$ cat src/rtl/fetch_control.sv
// fetch_control -- fetch-side pipeline control for the pipelined LEGv8 core.
//
// Owns the PC register and the pipeline fill counter. Each cycle it decides
// whether the PC advances, holds or redirects to a resolved branch target.
// It also decides whether IF/ID loads, loads a bubble, or holds, and whether
// ID/EX receives a bubble.
//
// Ports:
//   clk            rising-edge clock
//   reset          synchronous, active-high
//   stall          stall request from hazard detection
//   branch_taken   one-cycle pulse: branch in MEM/WB resolved taken
//   branch_target  redirect address, valid while branch_taken=1
//   stage          pipeline fill counter (saturates at 4), to hazard detection
//   pc             current fetch address
//   ifid_write     IF/ID load enable
//   ifid_flush     IF/ID loads a bubble instead of the fetched word
//   idex_bubble    ID/EX loads a bubble
//   deadlock       sticky stall watchdog flag
//
// Optional feature: define HAZARD_WATCHDOG_EN to build the stall-run
// watchdog. Without it, deadlock is tied to 0.

`ifndef WORDSIZE
`define WORDSIZE 64
`endif
`ifndef COUNTERSIZE
`define COUNTERSIZE 3
`endif

module fetch_control #(
  parameter logic [`WORDSIZE-1:0] RESETPC     = '0,
  parameter int                   STALL_LIMIT = 15
) (
  input  logic                    clk,
  input  logic                    reset,
  input  logic                    stall,
  input  logic                    branch_taken,
  input  logic [`WORDSIZE-1:0]    branch_target,
  output logic [`COUNTERSIZE-1:0] stage,
  output logic [`WORDSIZE-1:0]    pc,
  output logic                    ifid_write,
  output logic                    ifid_flush,
  output logic                    idex_bubble,
  output logic                    deadlock
);

  localparam logic [1:0] FILL  = 2'd0;
  localparam logic [1:0] RUN   = 2'd1;
  localparam logic [1:0] STALL = 2'd2;

  localparam logic [`COUNTERSIZE-1:0] STAGE_FULL = `COUNTERSIZE'(4);

  logic [1:0]              state;
  logic [1:0]              state_next;
  logic [`COUNTERSIZE-1:0] stage_next;
  logic                    hold_req;

  // A redirect always overrides a stall request.
  assign hold_req = stall && !branch_taken;

  assign ifid_write  = !stall || branch_taken;
  assign ifid_flush  = branch_taken;
  assign idex_bubble = hold_req;

  assign stage_next = (stage == STAGE_FULL) ? stage : stage + 1'b1;

  always_comb begin
    state_next = state;
    case (state)
      FILL: begin
        if (hold_req)                      state_next = STALL;
        else if (stage_next == STAGE_FULL) state_next = RUN;
      end
      RUN: begin
        if (hold_req) state_next = STALL;
      end
      STALL: begin
        if (!hold_req) state_next = RUN;
      end
      default: state_next = FILL;
    endcase
  end

  always_ff @(posedge clk) begin
    if (reset) begin
      state <= FILL;
      stage <= '0;
      pc    <= RESETPC;
    end else begin
      state <= state_next;
      stage <= stage_next;
      if (branch_taken)
        pc <= {branch_target[`WORDSIZE-1:2], 2'b00};
      else if (!stall)
        pc <= pc + `WORDSIZE'(4);
    end
  end

`ifdef HAZARD_WATCHDOG_EN
  localparam int                 RUN_W = $clog2(STALL_LIMIT + 1) + 1;
  localparam logic [RUN_W-1:0]   LIMIT = RUN_W'(STALL_LIMIT);

  logic [RUN_W-1:0] stall_run;
  logic [RUN_W-1:0] stall_run_inc;

  // Saturate so a very long stall cannot wrap the count.
  assign stall_run_inc = (stall_run >= LIMIT) ? stall_run : stall_run + 1'b1;

  always_ff @(posedge clk) begin
    if (reset) begin
      stall_run <= '0;
      deadlock  <= 1'b0;
    end else if (state_next == STALL) begin
      stall_run <= stall_run_inc;
      if (stall_run_inc >= LIMIT) deadlock <= 1'b1;
    end else begin
      stall_run <= '0;
    end
  end
`else
  logic unused_stall_limit;
  assign unused_stall_limit = ^STALL_LIMIT;
  assign deadlock           = 1'b0;
`endif

endmodule

$ cat config.mk
export PLATFORM = sky130hd
export DESIGN_NAME = fetch_control
export DESIGN_NICKNAME = d
export VERILOG_FILES = /design/src/rtl/fetch_control.sv
export SDC_FILE = /design/constraint.sdc
export NUM_CORES = 1
export LEC_CHECK = 0
export CORE_MARGIN = 10
export CORE_UTILIZATION = 40
export CTS_CLUSTER_SIZE = 16
export DETAILED_ROUTE_END_ITERATION = 8
export PLACE_DENSITY = 0.73
export SLEW_MARGIN = 20
export SYNTH_ARGS = -nofsm -noshare
export SYNTH_HDL_FRONTEND = slang
export SYNTH_SLANG_ARGS = --single-unit
export TNS_END_PERCENT = 5
$ cat constraint.sdc
create_clock -name clk -period 4 [get_ports clk]
set_input_delay 0.8 -clock clk [delete_from_list [all_inputs] [get_ports clk]]
set_output_delay 0.8 -clock clk [all_outputs]
set_load 0.01 [all_outputs]
After elaboration in Yosys (flattened, before gate mapping)
Index checks and enable logic that the tools add are counted.
{"block": "totals", "reg_bits": 67, "inputBits": 68, "output_inout_bits": 71}
{"block": "classes", "reduce_logical": 5, "add_sub_neg": 2, "eq_ne": 2, "mux": 2}
{"operator": "$mux 64", "count": 2}
{"operator": "$add 64x3->64 const B", "count": 1}
{"operator": "$add 3x1->3 const B", "count": 1}
{"operator": "$eq 3x3->1 const B", "count": 1}
{"operator": "$logic_not 1->1", "count": 2}
{"operator": "$ne 2x1->1 const B", "count": 1}
{"operator": "$reduce_or 2->1", "count": 1}
{"operator": "$logic_and 1x1->1", "count": 1}
{"operator": "$logic_or 1x1->1", "count": 1}

Logic depth before layout (Yosys ltp)
Gate-level depths: netlist of run 1.
{"block": "depth", "word_depth": 3, "depth_mapped": 8}

Worst setup path before layout of run 1
Ideal clock, no wire load.
{"block": "synth_path", "kind": "input to output", "from": "input port branch_taken", "to": "output port idex_bubble", "arrival_time_ps": 1946, "required_time_ps": 3200, "n_path_buf": 3, "path_stages": 6, "setup_slack_ps": 1254, "path_cell_list": "clkbuf_1 > inv_2 > clkbuf_1 > buf_1 > nand2_1 > inv_1"}
{"block": "synth_between", "elab_chain_len": 2}
{"item": "from (decl)", "line_no": "38", "text": "input logic branch_taken,"}
{"item": "$logic_not 1->1", "line_no": "60", "text": "assign hold_req = stall && !branch_taken;"}
{"item": "$logic_and 1x1->1", "line_no": "60"}
{"item": "to (decl)", "line_no": "44", "text": "output logic idex_bubble,"}
Every way passes these cells.

Worst setup path in the final report of run 1
{"block": "layout_path", "from": "input port stall", "to": "register pc[55]"}
{"block": "layout_between", "elab_chain_len": 1}
{"item": "from (decl)", "line_no": "37", "text": "input logic stall,"}
{"item": "$ne 2x1->1 (no source line)"}
{"item": "to (signal assigned)", "line_no": "94", "text": "pc <= {branch_target[`WORDSIZE-1:2], 2'b00};"}
{"item": "to (signal assigned)", "line_no": "96", "text": "pc <= pc + `WORDSIZE'(4);"}
{"item": "to (decl)", "line_no": "41", "text": "output logic [`WORDSIZE-1:0] pc,"}
Every way passes these cells.
A chain may end at the register's enable or synchronous reset.

==> metrics, run 1 <==
final setup violation count 0; power per cell area 310.3 nW/µm²; Final Hold Viols 0; Ys Warns 0; Comb pwr share between 10% and 20%; first-pass GRT wire length 21230 µm; Clock Power Share between 30% and 40%; total CTS buffers 9; P&R area growth vs syn 41.03%; Yosys cell types 59; most frequent cells in the layout clkdlybuf4s50_1 (132), dfxtp_1 (65), nor2_1 (55); Worst IR Drop VDD 142.7 µV; Worst Tran Pin Value 0.9741 ns; largest net degree at the start of global routing 100; RSZ-0062 raised after global routing no; share of synthesized registers carrying an async set or reset 0%; Min-Delay Endpoint stage[1]$_SDFFE_PP0P_; Die Ht about 120 µm; Critical Path Start Type input pin; status complete, no violations; die width around 120 µm; Final min period between 3 and 4 ns; Max Cap Viol 0; Seq/Total Area, Yosys 33.87%; Net Sw Frac between 20% and 30%; CTS Sinks 65; Post-CTS Setup Inserts 0; site row count 35; clock latency on the worst-skew pair about 0.35 ns; synthesized area just under 4000 µm²; initial antenna violation count 0; via count between 4k and 5k; Final Wtd Congestion between 0.8 and 0.9; Slew Limit Fails 0; gr ovfl total 0; post-layout net count about 670; Top Ports between 100 and 150; Leak ~0.0018 µW; Final HPWL DP about 9200 µm; DRT iter0 DRCs 238; Max Clock Freq roughly 0.33 GHz; vias in the first global route roughly 4.0k; Max-slew headroom between 30% and 40%; setup TNS 0 ns; Post-Synthesis Cells a little under 500; Root Buffer clkbuf_8; Reg-to-Reg End pc[60]$_SDFFE_PP0N_; WL final around 13000 µm; total core area just over 9000 µm²; CP required around 4.3 ns; Arrival @ worst endpoint roughly 3.3 ns; drt drc 0; Inserted Diodes 0; Most used DFF post-synth dfxtp_1; Reg2Reg Depth 6; #FFs+latches synth between 60 and 70; min-delay src stage[2]$_SDFFE_PP0P_; Tcrit/Tclk final 76.66%; worst hold stages 2; maximum buffer depth of the clock tree 2; r2r startpoint pc[2]$_SDFFE_PP0N_; Post-synth EDFFs 0; die area between 10000 and 15000 µm²; Initial Util just over 40%; layout cells sized above 1 4.992%; internal power ~1200 µW; Crit Path Class input pin to flip-flop; Pwr Total 1682 µW; Total Routing Usage GR between 10% and 20%; Flop pwr share between 40% and 50%; CTS tree yes; antenna viol nets, final 0; P_sw 471.7 µW; wire length per cell about 18 µm; R2R Setup Slk approximately 1.2 ns; skew final 0.01363 ns; CTS resizes 0; vias per cell about 5.6; depth of the CTS H-tree 3; register clock-pin slew on the reported worst setup and hold paths 0.08 ns; commonest non-fill, non-tap cell in the layout clkdlybuf4s50_1; crit-path max FO 22; Port Buffer Count between 100 and 150; Crit. End Element flip-flop; CTS Hold Buffers Added 0; syn_area_per_cell ~8.0 µm²; DRT Pass-1 Iters 4; Hold Path Class flip-flop to flip-flop
through the flow:
step	utilization [%]	cell area (µm²)	setup slack, ns	std cells	hold WS [ns]
after floorplan	-	3850	1.254	483	0.5251
after global placement	56.15	5213	0.6765	714	0.5023
after detailed placement	56.15	5213	0.6025	714	0.5225
after CTS	58.37	5419	0.9340	730	0.5333
after global routing	58.37	5419	0.8180	730	0.5653
final	58.37	5419	0.9337	730	0.5282
routing by layer:
metal / global-route usage, % / up-vias / share of wire, % / routed length (µm)
met5: 0 / - / 0 / 0
li1: - / 2036 / - / -
met4: 5.641 / 0 / 1.1 / 146
met1: 23.36 / 1881 / 45 / 5758
met2: 28.43 / 129 / 48 / 6075
met3: 4.125 / 11 / 6.3 / 807
how the worst max path moves through the flow:
| stage | start | end | slack, ns | depth (start not counted) |
|---|---|---|---|---|
| 2_1_floorplan | branch_taken | idex_bubble | 1.25 | 6 |
| 3_3_place_gp | stall | pc[57]$_SDFFE_PP0N_ | 0.68 | 6 |
| 3_5_place_dp | stall | pc[55]$_SDFFE_PP0N_ | 0.60 | 6 |
| 4_1_cts | stall | pc[55]$_SDFFE_PP0N_ | 0.93 | 6 |
| 5_1_grt | stall | pc[49]$_SDFFE_PP0N_ | 0.82 | 6 |
| 6_report | stall | pc[55]$_SDFFE_PP0N_ | 0.93 | 6 |
synth_stat cells (4+ instances only):
cell / count / area [µm²]
nand3_1: 31 / 155.2
buf_4: 4 / 30.03
or3_1: 12 / 75.07
o21ai_0: 9 / 45.04
nor3_1: 19 / 95.09
clkbuf_1: 21 / 78.83
mux2i_1: 5 / 50.05
dfxtp_1: 65 / 1301
and3_1: 14 / 87.58
nor4_1: 13 / 81.33
nand4_1: 14 / 87.58
o31ai_1: 11 / 82.58
nor2_1: 55 / 206.5
a31oi_1: 6 / 37.54
xor2_1: 9 / 78.83
inv_1: 11 / 41.29
buf_1: 6 / 22.52
a21oi_1: 10 / 50.05
and4_1: 5 / 43.79
o211a_1: 4 / 40.04
xnor2_1: 23 / 201.4
nand2_1: 35 / 131.4
or4_1: 14 / 105.1
a311oi_1: 16 / 140.1
a211oi_1: 19 / 142.6
power groups by stage:
stage          registers (µW)  clock network (µW)  logic [µW]
2_1_floorplan             780                   0         125
3_3_place_gp              770                   0         326
3_5_place_dp              772                   0         331
4_1_cts                   758                 601         333
5_1_grt                   769                 630         358
6_report                  759                 594         329
registers in the layout, indices dropped and copies added (netlist names):
signal	count
pc	62
stage	3
kinds of logic (layout without fill, tap and decap cells):
family	count (synthesis)	in the layout	synth area share [%]
AO/OA/AOI/OAI	90	90	17.65
multiplexers	5	5	1.303
XOR/XNOR	32	32	7.294
AND/OR/NAND/NOR	237	237	33.41
buffers and inverters	48	166	5.405
other	1	3	0.09759
flip-flops	65	65	33.87
adder cells (fa/ha/maj)	3	3	0.9770
final cells by class:
class | count | area (µm²)
fillers | 898 | 3865
well taps | 129 | 161.4
repair buffers | 138 | 1364
clock inverters | 4 | 51.30
multi-input cells | 370 | 2341
inverters | 12 | 45.04
clock buffers | 12 | 155.1
flip-flops and latches | 65 | 1301
worst max-delay path: stages:
cell and delay, ns:
clkdlybuf4s50_1 0.49, and4b_1 0.39, nand3_2 0.18, or4_4 0.61
or4_1 0.55, a311oi_1 0.29
(Power assumes the default switching activity.)
==> run 2, diff against run 1 <==
--- a/config.mk
+++ b/config.mk
@@ -9,7 +9,7 @@
 export CORE_UTILIZATION = 40
 export CTS_CLUSTER_SIZE = 16
 export DETAILED_ROUTE_END_ITERATION = 8
-export PLACE_DENSITY = 0.73
+export PLACE_DENSITY = 0.76
 export SLEW_MARGIN = 20
 export SYNTH_ARGS = -nofsm -noshare
 export SYNTH_HDL_FRONTEND = slang
==> constraint.sdc (replaced) <==
create_clock -name clk -period 2.45 [get_ports clk]
set_input_delay 0.49 -clock clk [delete_from_list [all_inputs] [get_ports clk]]
set_output_delay 0.49 -clock clk [all_outputs]
set_load 0.01 [all_outputs]
==> metrics, run 2 (synthesized netlist as in run 1, its figures left out) <==
status complete, no violations; Max Clock Freq around 0.42 GHz; commonest non-fill, non-tap cell in the layout clkdlybuf4s50_1; post-layout net count 723 (+8.4%); gr ovfl total 0 (unchanged); maximum buffer depth of the clock tree 2 (unchanged); Hold Path Class input pin to flip-flop; Finished Layout Cells 786 (+7.7%); via count 4511 (+11%); most frequent cells in the layout clkdlybuf4s50_1 (131), dfxtp_1 (61), buf_4 (57); Min-Delay Endpoint pc[58]$_SDFFE_PP0N_; Worst Path Buf+Inv 2 (+1); clock latency on the worst-skew pair 0.35 ns (about the same); Port Buffer Count 133 (unchanged); DP Cell Count 762 (+6.7%); drt drc 0 (unchanged); Slew Limit Fails 0 (unchanged); Inserted Diodes 0 (unchanged); antenna viol nets, final 0 (unchanged); Final HPWL DP 10330 µm (+12%); CTS Sinks 65 (unchanged); Crit. End Element flip-flop; Worst path depth 7 (+1); register clock-pin slew on the reported worst setup and hold paths 0.08 ns (about the same); area of the multi-input gates 2401 µm² (+2.6%); CTS tree yes; site row count 35 (unchanged); Max Cap Viol 0 (unchanged); R2R Setup Slk 0.08 ns (-1.10 ns); worst hold stages 2 (unchanged); Final min period roughly 2.4 ns; Worst IR Drop VDD 230.5 µV (+62%); die width 118.0 µm (unchanged); final setup violation count 0 (unchanged); Largest Register pc; max incr delay on CP 0.57 ns (-0.04 ns); DRT Pass-1 Iters 5 (+1); CP top delay family simple AND/OR/NAND/NOR gates; critical path's slowest cell or4_4; CP required 2.71 ns (-1.54 ns); Pwr Total 2641 µW (+57%); P&R area growth vs syn 53.01%; Final Wtd Congestion 0.9017 (+5.6%); total CTS buffers 9 (unchanged); Tcrit/Tclk final 96.78%; Reg-to-Reg End pc[49]$_SDFFE_PP0N_; skew final 0.007723 ns (-0.005902 ns); Fill cells 831 (-7.5%); first-pass GRT wire length 22850 µm (+7.6%); WL final 14180 µm (+11%); wire length per cell 18.04 µm (+3.0%); max reg flops 62 (unchanged); Hold WS 0.4762 ns (-0.05195 ns); CP cell instances buf_4, and4_4, nand3_2, or4_4, buf_12, or4_1, a311oi_1; Crit Path Class flip-flop to flip-flop; setup TNS 0 ns (unchanged); Reg area 1306 µm² (+0.38%); Final Hold Viols 0 (unchanged); total core area 9284 µm² (unchanged); vias per cell 5.739 (+3.3%); min-delay src reset; initial antenna violation count 0 (unchanged); Worst Tran Pin Value 0.6328 ns (-0.3413 ns); die area 13930 µm² (unchanged); Die Ht 118.0 µm (unchanged); Total Routing Usage GR 19.43% (+1.5 points); Arrival @ worst endpoint 2.64 ns (-0.68 ns); r2r startpoint pc[3]$_SDFFE_PP0N_; depth of the CTS H-tree 3 (unchanged); DRT iter0 DRCs 208 (-13%); Max-slew headroom 57.43% (+22 points); Regs by FF count pc x62, stage x3; Leak 0.002088 µW (+15%); Initial Util 41.39% (unchanged); power per cell area 449.3 nW/µm² (+45%); Critical Path Start Type flip-flop; Top Ports 139 (unchanged); largest net degree at the start of global routing 100 (unchanged); Reg2Reg Depth 7 (+1); crit-path max FO 4 (-82%); Root Buffer clkbuf_8; vias in the first global route 4502 (+11%); layout cells sized above 1 15.07% (+10 points)
==> run 2: worst register-to-register path, delay by kind of cell (launching register included) <==
family	cells	cell delay (ns)
flip-flops	1	0.36
AND/OR/NAND/NOR	4	1.38
buffers and inverters	2	0.29
AO/OA/AOI/OAI	1	0.26
==> run 2: cell type report <==
| type | instances | area share, % |
|---|---|---|
| Inverter | 12 | 0.7661 |
| Tap cell | 129 | 2.745 |
| Timing Repair Buffer | 193 | 30.69 |
| Clock inverter | 7 | 0.6384 |
| Multi-Input combinational cell | 371 | 40.84 |
| Sequential cell | 65 | 22.22 |
| Clock buffer | 9 | 2.107 |
==> run 2: where the power goes <==
| group | internal [µW] | switching (µW) |
|---|---|---|
| registers | 1130 | 79.8 |
| logic | 360 | 271 |
| clock network | 356 | 439 |
| total | 1850 | 790 |
==> run 2: repair_timing <==
item                                   in CTS  in global routing
pin swaps                                   3                  9
resized for setup                           4                 13
hold buffers                                0                  0
endpoints found under the hold margin       0                  0
setup endpoints to repair                   5                 10
cloned                                      1                  0
buffers inserted                            5                  2
==> run 2: worst max-delay path by stage <==
stage | from | end | slack (ns)
floorplan | pc[2]$_SDFFE_PP0N_ | pc[48]$_SDFFE_PP0N_ | 0.05
global placement | stall | pc[57]$_SDFFE_PP0N_ | -0.32
detailed placement | stall | pc[49]$_SDFFE_PP0N_ | -0.41
CTS | pc[2]$_SDFFE_PP0N_ | pc[42]$_SDFFE_PP0N_ | 0.05
global route | pc[11]$_SDFFE_PP0N_ | pc[49]$_SDFFE_PP0N_ | -0.009
finish | pc[3]$_SDFFE_PP0N_ | pc[49]$_SDFFE_PP0N_ | 0.08
==> run 2: metal layers <==
| layer | up-vias | track usage, % | share of wire (%) |
|---|---|---|---|
| li1 | 2152 | - | - |
| met1 | 2128 | 22.54 | 40 |
| met2 | 200 | 32.27 | 48 |
| met3 | 31 | 6.475 | 8.5 |
| met4 | 0 | 7.419 | 3.1 |
| met5 | - | 0 | 0 |
==> run 2: stage by stage <==
step                instance area (µm²)  worst slack [ns]  utilization [%]
floorplan                          3850           0.04505                -
global placement                   5585           -0.3191            60.16
detailed placement                 5585           -0.4093            60.16
CTS                                5799           0.04974            62.47
global route                       5879         -0.009362            63.33
finish                             5879           0.07881            63.33
==> run 3, diff against run 2 <==
--- a/config.mk
+++ b/config.mk
@@ -5,8 +5,10 @@
 export SDC_FILE = /design/constraint.sdc
 export NUM_CORES = 1
 export LEC_CHECK = 0
+export CORE_ASPECT_RATIO = 1.25
 export CORE_MARGIN = 10
 export CORE_UTILIZATION = 40
+export CTS_CLUSTER_DIAMETER = 40
 export CTS_CLUSTER_SIZE = 16
 export DETAILED_ROUTE_END_ITERATION = 8
 export PLACE_DENSITY = 0.76
==> metrics, run 3 (synthesized netlist as in run 1, its figures left out) <==
P&R area growth vs syn 54.44%; largest net degree at the start of global routing 100 (unchanged); via count 4441 (-1.6%); drt drc 0 (unchanged); DRT iter0 DRCs 254 (+22%); status complete, no violations; Port Buffer Count 133 (unchanged); R2R Setup Slk 0.12 ns (+0.04 ns); Tcrit/Tclk final 95.24% (-1.5 points); CTS Hold Buffers Added 0 (unchanged); Worst IR Drop VDD 335.4 µV (+45%); total core area 9271 µm² (-0.13%); Util after Layout 64.01% (+0.68 points); Final HPWL DP 10430 µm (+0.91%); Leak 0.002125 µW (+1.8%); Root Buffer clkbuf_16; Max Clock Freq 0.4286 GHz (+1.6%); Critical Path Start Type flip-flop; gr ovfl total 0 (unchanged); first-pass GRT wire length 22500 µm (-1.5%); RSZ-0062 raised after global routing no; initial antenna violation count 0 (unchanged); Max-slew headroom 57.26% (-0.17 points); clock latency on the worst-skew pair 0.34 ns (about the same); Hold WS 0.5363 ns (+0.06007 ns); r2r startpoint pc[11]$_SDFFE_PP0N_; Pwr Total 3167 µW (+20%); max reg flops 62 (unchanged); Final Wtd Congestion 0.8956 (-0.68%); Final Hold Viols 0 (unchanged); total CTS buffers 9 (unchanged); die area 13950 µm² (+0.18%); Setup crit start pc[11]$_SDFFE_PP0N_; DRT Pass-1 Iters 6 (+1); critical path's slowest cell or4_1; vias in the first global route 4537 (+0.78%); Regs by FF count pc x62, stage x3; setup TNS 0 ns (unchanged); Worst Path Buf+Inv 1 (-1); Reg-to-Reg End pc[48]$_SDFFE_PP0N_; post-layout net count 719 (-0.55%); Die Ht 129.6 µm (+9.8%); Inserted Diodes 0 (unchanged); Final min period 2.333 ns (-0.03778 ns); Initial Util 41.44% (+0.056 points); CP Capture Point pc[48]$_SDFFE_PP0N_; Largest Register pc; power per cell area 533.7 nW/µm² (+19%); Worst Tran Pin Value 0.6353 ns (+0.002538 ns); commonest non-fill, non-tap cell in the layout clkdlybuf4s50_1; most frequent cells in the layout clkdlybuf4s50_1 (131), dfxtp_1 (64), nor2_1 (55), buf_4 (55), nand2_1 (35); WL final 14140 µm (-0.27%); CP cell instances and3_4, nand4_1, buf_4, or3_4, or4_1, a311oi_1; antenna viol nets, final 0 (unchanged); Crit. End Element flip-flop; Fill cells 779 (-6.3%); final worst slack 0.1166 ns (+0.03778 ns); layout cells sized above 1 13.17% (-1.9 points); skew final 0.005369 ns (-0.002354 ns); CTS Sinks 65 (unchanged); CP required 2.69 ns (-0.02 ns); Slew Limit Fails 0 (unchanged); Crit Path Class flip-flop to flip-flop; Max Cap Viol 0 (unchanged); Place WS -0.4836 ns (-0.07431 ns); vias per cell 5.723 (-0.28%); crit-path max FO 20 (+16); wire length per cell 18.23 µm (+1.0%); Total Routing Usage GR 19.84% (+0.41 points); max incr delay on CP 0.53 ns (-0.04 ns); CTS tree yes; Top Ports 139 (unchanged); register clock-pin slew on the reported worst setup and hold paths 0.05 ns (-0.03 ns); maximum buffer depth of the clock tree 2 (unchanged); depth of the CTS H-tree 3 (unchanged); Worst path depth 6 (-1); Reg2Reg Depth 6 (-1); site row count 39 (+11%); final setup violation count 0 (unchanged); CP top delay family simple AND/OR/NAND/NOR gates; Arrival @ worst endpoint 2.58 ns (-0.06 ns); Hold Path Class flip-flop to flip-flop; die width 107.7 µm (-8.8%)
-- run 3: cell count changes in the layout (fill, tap and decap cells not counted), sizes merged --
| cell | change |
|---|---|
| buf | -3 |
| bufinv | +1 |
| clkbuf | +5 |
| clkinv | -5 |
| clkinvlp | -1 |
| or4 | -1 |
-- run 3: final cells by class --
type | instances | area, µm² | area share [%]
Multi-Input combinational cell | 370 | 2361 | 39.78
Timing Repair Buffer | 190 | 1763 | 29.71
Tap cell | 123 | 153.9 | 2.593
Clock inverter | 2 | 35.03 | 0.5903
Sequential cell | 65 | 1303 | 21.95
Clock buffer | 14 | 274.0 | 4.617
Inverter | 12 | 45.04 | 0.7590
-- run 3: how the worst min path moves through the flow --
stage | start | endpoint | slack, ns | cells past startpoint
6_report | pc[51]$_SDFFE_PP0N_ | pc[51]$_SDFFE_PP0N_ | 0.54 | 2
5_1_grt | pc[48]$_SDFFE_PP0N_ | pc[48]$_SDFFE_PP0N_ | 0.58 | 2
4_1_cts | pc[49]$_SDFFE_PP0N_ | pc[49]$_SDFFE_PP0N_ | 0.54 | 2
3_5_place_dp | stage[2]$_SDFFE_PP0P_ | stage[1]$_SDFFE_PP0P_ | 0.53 | 2
3_3_place_gp | stage[2]$_SDFFE_PP0P_ | stage[1]$_SDFFE_PP0P_ | 0.50 | 2
2_1_floorplan | stage[2]$_SDFFE_PP0P_ | stage[1]$_SDFFE_PP0P_ | 0.53 | 2
-- run 3: metrics by stage --
stage | std cells | area, µm²
floorplan | 483 | 3850
CTS | 774 | 5908
finish | 776 | 5934
global placement | 753 | 5555
detailed placement | 753 | 5555
global route | 776 | 5934
-- run 3: power by group --
group / switching [µW] / internal, µW / leakage [µW] / total [µW]
Clock: 459 / 869 / 0.000153 / 1330
Sequential: 78.8 / 1140 / 0.000540 / 1220
Combinational: 271 / 353 / 0.00143 / 623
-- run 3: worst register-to-register path, stage by stage, from the launching register on --
cell      delay, ns
dfxtp_1        0.37
and3_4         0.22
nand4_1        0.14
buf_4          0.25
or3_4          0.46
or4_1          0.53
a311oi_1       0.28
-- run 3: layer usage --
metal	track usage (%)	vias to the layer above	share of wire, %
met5	0	-	0
met4	10.00	0	2.4
met3	4.960	27	7.4
li1	-	2137	-
met2	34.20	180	51
met1	22.14	2097	39
-- run 3: timing repair --
action                     4_1_cts  5_1_grt
resized for setup                3        3
setup endpoints to repair       10        7
buffers inserted                 5        2
pin swaps                        1        4
